--- src/rtl/pe_pkg.sv ---
// Shared PE-array definitions: tile geometry, tile/row types and small helpers
// used by both the array and its result drain.
package pe_pkg;

  localparam int DW     = 16;  // fixed-point 7.9 PE result
  localparam int COLS   = 16;
  localparam int ROWS   = 2;
  localparam int TAG_W  = 3;
  localparam int DROP_W = 8;

  typedef logic [ROWS-1:0][COLS-1:0][DW-1:0] pe_tile_t;
  typedef logic [COLS-1:0][DW-1:0]           pe_row_t;

  function automatic logic [DROP_W-1:0] sat_inc(input logic [DROP_W-1:0] v);
    return (v == {DROP_W{1'b1}}) ? v : v + DROP_W'(1);
  endfunction

endpackage

--- src/rtl/tile_fifo.sv ---
// DEPTH-entry tile store with push/pop; a push into a full store is accepted
// when the head is popped in the same cycle.
module tile_fifo #(
  parameter int W     = 8,
  parameter int DEPTH = 2
) (
  input  logic         clk,
  input  logic         rst_n,
  input  logic         i_push,
  input  logic         i_pop,
  input  logic [W-1:0] i_data,
  output logic [W-1:0] o_head,
  output logic         o_full,
  output logic         o_empty
);

  localparam int AW = $clog2(DEPTH);
  localparam int CW = AW + 1;

  logic [W-1:0]  r_mem [DEPTH];
  logic [AW-1:0] r_wr_ptr;
  logic [AW-1:0] r_rd_ptr;
  logic [CW-1:0] r_count;

  logic w_push_ok;
  logic w_pop_ok;

  assign o_full    = (r_count == CW'(DEPTH));
  assign o_empty   = (r_count == '0);
  assign w_pop_ok  = i_pop && !o_empty;
  assign w_push_ok = i_push && (!o_full || w_pop_ok);

  // NOTE: the payload array has no reset; r_count alone says which slots are
  // live, so resetting wide storage would buy nothing.
  always_ff @(posedge clk) begin
    if (w_push_ok) r_mem[r_wr_ptr] <= i_data;
  end

  // NOTE: all sequential state uses non-blocking assignments so every register
  // samples pre-edge values regardless of statement order.
  always_ff @(posedge clk) begin
    if (!rst_n) begin
      r_wr_ptr <= '0;
      r_rd_ptr <= '0;
      r_count  <= '0;
    end else begin
      if (w_push_ok) r_wr_ptr <= r_wr_ptr + AW'(1);
      if (w_pop_ok)  r_rd_ptr <= r_rd_ptr + AW'(1);
      case ({w_push_ok, w_pop_ok})
        2'b10:   r_count <= r_count + CW'(1);
        2'b01:   r_count <= r_count - CW'(1);
        default: r_count <= r_count;
      endcase
    end
  end

  assign o_head = r_mem[r_rd_ptr];

endmodule

--- src/rtl/pe_array_drain.sv ---
// Captures rounded PE tiles, buffers them and streams one row per beat;
// tiles arriving with no free slot are dropped and counted.
module pe_array_drain #(
  parameter int ROWS  = pe_pkg::ROWS,
  parameter int COLS  = pe_pkg::COLS,
  parameter int DW    = pe_pkg::DW,
  parameter int DEPTH = 2
) (
  input  logic                                    clk,
  input  logic                                    rst_n,
  input  logic [ROWS-1:0][COLS-1:0][DW-1:0]       array_out,
  input  logic                                    rounder_valid,
  input  logic [pe_pkg::TAG_W-1:0]                round_number,
  output logic                                    out_valid,
  input  logic                                    out_ready,
  output logic [COLS*DW-1:0]                      out_data,
  output logic [((ROWS > 1) ? $clog2(ROWS) : 1)-1:0] out_row,
  output logic [pe_pkg::TAG_W-1:0]                out_tag,
  output logic                                    out_last,
  output logic                                    overflow,
  input  logic                                    overflow_clr,
  output logic [pe_pkg::DROP_W-1:0]               drop_count,
  output logic                                    busy
);

  localparam int RW     = (ROWS > 1) ? $clog2(ROWS) : 1;
  localparam int TAG_W  = pe_pkg::TAG_W;
  localparam int DROP_W = pe_pkg::DROP_W;
  localparam int TILE_W = ROWS * COLS * DW;
  localparam int ENT_W  = TAG_W + TILE_W;

  logic [ENT_W-1:0]                w_head;
  logic [ROWS-1:0][COLS-1:0][DW-1:0] w_head_tile;
  logic [TAG_W-1:0]                w_head_tag;
  logic                            w_full;
  logic                            w_empty;
  logic                            w_fire;
  logic                            w_last;
  logic                            w_pop;
  logic                            w_drop;

  logic [RW-1:0]     r_beat;
  logic              r_overflow;
  logic [DROP_W-1:0] r_drop_count;

  assign w_fire = !w_empty && out_ready;
  assign w_last = (r_beat == RW'(ROWS - 1));
  assign w_pop  = w_fire && w_last;
  // A full buffer still takes the strobe when the head tile leaves this cycle.
  assign w_drop = rounder_valid && w_full && !w_pop;

  tile_fifo #(
    .W     (ENT_W),
    .DEPTH (DEPTH)
  ) u_tile_fifo (
    .clk     (clk),
    .rst_n   (rst_n),
    .i_push  (rounder_valid),
    .i_pop   (w_pop),
    .i_data  ({round_number, array_out}),
    .o_head  (w_head),
    .o_full  (w_full),
    .o_empty (w_empty)
  );

  assign {w_head_tag, w_head_tile} = w_head;

  always_ff @(posedge clk) begin
    if (!rst_n) begin
      r_beat <= '0;
    end else if (w_fire) begin
      r_beat <= w_last ? '0 : r_beat + RW'(1);
    end
  end

  // A drop in the same cycle as a clear wins and restarts the count at one.
  always_ff @(posedge clk) begin
    if (!rst_n) begin
      r_overflow   <= 1'b0;
      r_drop_count <= '0;
    end else if (w_drop) begin
      r_overflow   <= 1'b1;
      r_drop_count <= overflow_clr ? DROP_W'(1) : pe_pkg::sat_inc(r_drop_count);
    end else if (overflow_clr) begin
      r_overflow   <= 1'b0;
      r_drop_count <= '0;
    end
  end

  // Outputs come only from stored slots; idle outputs are forced to zero.
  assign out_valid  = !w_empty;
  assign busy       = !w_empty;
  assign out_row    = r_beat;
  assign out_last   = out_valid && w_last;
  assign out_data   = out_valid ? w_head_tile[r_beat] : '0;
  assign out_tag    = out_valid ? w_head_tag : '0;
  assign overflow   = r_overflow;
  assign drop_count = r_drop_count;

endmodule

--- config.mk ---
export PLATFORM = sky130hd
export DESIGN_NAME = pe_array_drain
export DESIGN_NICKNAME = d
export VERILOG_FILES = /design/src/rtl/pe_pkg.sv /design/src/rtl/tile_fifo.sv /design/src/rtl/pe_array_drain.sv
export SDC_FILE = /design/constraint.sdc
export NUM_CORES = 1
export LEC_CHECK = 0
export CAP_MARGIN = 20
export CELL_PAD_IN_SITES_DETAIL_PLACEMENT = 0
export CELL_PAD_IN_SITES_GLOBAL_PLACEMENT = 1
export CORE_ASPECT_RATIO = 1.5
export CORE_UTILIZATION = 30
export CTS_BUF_LIST = sky130_fd_sc_hd__clkbuf_4 sky130_fd_sc_hd__clkbuf_8
export DETAILED_ROUTE_END_ITERATION = 10
export DONT_BUFFER_PORTS = 1
export PLACE_DENSITY_LB_ADDON = 0.1
export SLEW_MARGIN = 25
export SYNTH_ARGS = -nofsm -noshare
export SYNTH_HDL_FRONTEND = slang
export SYNTH_SLANG_ARGS = --single-unit
--- constraint.sdc ---
create_clock -name clk -period 92.6 [get_ports clk]
set_input_delay 18.52 -clock clk [delete_from_list [all_inputs] [get_ports clk]]
set_output_delay 18.52 -clock clk [all_outputs]
set_load 0.05 [all_outputs]
==> out/results.ini <==
[outcome]
outcome = finished, final reports clean

[route]
vias = 17391
drt-pass1-iter-count = 4
drt_iter0_drc = 974
drc = 0
avgViaCountPerCell = 4.704
wl_per_cell_um = 29.14
ant_nets = 0
routed_wl_mm = 107.7

[die]
fp.dieH_um = 446.3
start_util_pct = 30.29
boundaryPins = 792
die_w_um = 298.2
fp.coreArea_sq_um = 130300
fp.dieArea_sq_um = 133100
rows = 162

[setup_path]
crit_fanout = 53
worstRegToRegCells = 5
reg2reg_to = u_tile_fifo.r_mem[1][350]$_DFFE_PP_
worstPathRequired_ns = 74.08
cp-startpoint = out_row$_SDFFE_PN0N_
cp-end-kind = primary output
r2r_slack_ns = 88.50
startpoint_type = flop
r2r-start = out_row$_SDFFE_PN0N_
worstPathArrival_ns = 4.46
critPathKind = flop to primary output

[yosys]
postSynthCellCount = 1723
syn_area_per_cell_sq_um = 22.91
netlist_area_sq_um = 39470
yosysSeqAreaShare_pct = 79.12
syn_nets = 2245
synth_warnings = 0
synth_edf_count = 1030
synthFlopType = edfxtp_1
ys_ff_latch = 1045
async_flop_share_pct = 0
synth_cell_types = 42

[clock_tree]
post_cts.repair.setup_buffers = 0
clkTransAtPathRegs_ns = 0.06
cts_buffer_depth = 3
clk_latency_ns = 0.90
clock-root-buffer = clkbuf_8
ctsHtreeMaxLevel = 4
cts.hold.buffers_added = 0
cts_sinks = 1045
ctsResizeCount = 0
cts_buffers = 167
cts_tree = done

[placed_design]
port_buffers = 0
dp.cells = 3377
routabilityCongestion = 0.7837
dp_hpwl_mm = 71.88
post_dp_cell_area_sq_um = 41490
place_ws_ns = 70.33

[layout]
instances_no_fill = 3697
areaGrowthSynthToFinish_pct = 13.88
drive_gt1_share_pct = 28.11
final_util_pct = 34.49
finalNetCount = 2351
final_cell_mix = edfxtp_1 (1030), and2_1 (261), mux4_2 (256)
final_common_cell = edfxtp_1
finalInstanceArea_sq_um = 44950

[timing]
slew_headroom_pct = 26.45
finalCritPeriodShare_pct = 24.81
tns_ns = 0
fmax_ghz = 0.04352
finalWorstSetupSlack_ns = 69.62
worstMarginPinSlew_ns = 1.103
skew_ns = 0.05524
grt_setup_unrepaired = false
final_max_slew_viol_count = 0
period_needed_ns = 22.98
setup_viol = 0
finalHoldViolCount = 0
fin_hold_ws_ns = 0.5392

[pwr]
power_leakage_nw = 13.85
power_density_nw_per_um2 = 25.80
power_mw = 1.160
peakVddDrop_mv = 0.01339

[grt]
grt-ovfl-total = 0
grt_pass1_wl_mm = 148.0
grt_pass1_vias = 19484
grt_start_max_net_pins = 163
track_usage_pct = 15.93
antenna_found_initial = 25

[run]
maxCapViolCount = 0

[min_path]
hold_start = u_tile_fifo.r_rd_ptr$_SDFFE_PN0P_
min_path_cells = 2
min_path_type = flop to flop

-- worst max-delay path by stage --
stage,slack (ns),end
finish,69.62,out_data[136]
floorplan,50.85,u_tile_fifo.r_wr_ptr$_SDFFE_PN0P_
global route,69.33,out_data[106]
detailed placement,70.33,u_tile_fifo.r_mem[1][110]$_DFFE_PP_
CTS,69.33,out_data[100]
global placement,70.34,out_data[100]
-- critical path: stages (launching register included) --
cell     delay, ns
dfxtp_4       0.91
buf_4         0.82
buf_4         0.72
mux4_2        0.34
and2_1        0.53
-- logic make-up after synthesis --
group	Yosys count	synth area share (%)
adder cells (fa/ha/maj)	2	0.06338
XOR/XNOR	4	0.08874
AO/OA/AOI/OAI	21	0.3677
AND/OR/NAND/NOR	300	4.694
multiplexers	259	14.68
buffers and inverters	92	0.9890
flip-flops	1045	79.12
-- synth_stat cells, types with 2 or more instances --
cell type	number	area, sq um
edfxtp_1	1030	30930
xnor2_1	4	35.03
inv_1	2	7.510
a211oi_1	2	15.01
nor4_1	2	12.51
nor2_1	8	30.03
o31ai_1	2	15.01
dfxtp_1	15	300.3
mux2i_1	3	30.03
and2_1	261	1633
nand2_1	4	15.01
ha_1	2	25.02
a41oi_1	2	17.52
nor2b_1	3	18.77
clkbuf_1	47	176.4
o21ai_0	3	15.01
buf_1	13	48.80
and3_1	3	18.77
buf_2	27	135.1
nand3_1	5	25.02
nor3_1	2	10.01
or4_1	2	15.01
a21oi_1	4	20.02
mux4_2	256	5766
nand2b_1	3	18.77
a21boi_0	2	15.01
-- layer usage --
layer  up-vias  track usage, %  share of wire, %
met5         -               0              0.19
met4        30           6.129               2.8
met3       203           10.56                14
met2       758           27.91                52
met1      9069           14.31                31
li1       7331               -                 -
-- area by class of cell --
type	instances	area (sq um)
Inverter	3	18.77
Multi-Input combinational cell	586	7869
Timing Repair Buffer	26	364.1
Clock buffer	219	2695
Fill cell	12176	85380
Sequential cell	1045	31240
Tap cell	1722	2155
Antenna cell	15	37.54
Clock inverter	81	576.8
-- power by group --
group / leakage [nW] / internal [mW] / switching [mW]
Combinational: 2.37 / 0.0438 / 0.152
Clock: 1.72 / 0.207 / 0.186
Sequential: 9.76 / 0.561 / 0.00977
-- state kept, by name, indices dropped and copies added, names as in the netlist, named ones only --
register              cells
u_tile_fifo.r_count       2
u_tile_fifo.r_wr_ptr      1
u_tile_fifo.r_rd_ptr      1
out_row                   1
overflow                  1
u_tile_fifo.r_mem      1030
drop_count                8
Power figures use the tool's default switching activity.
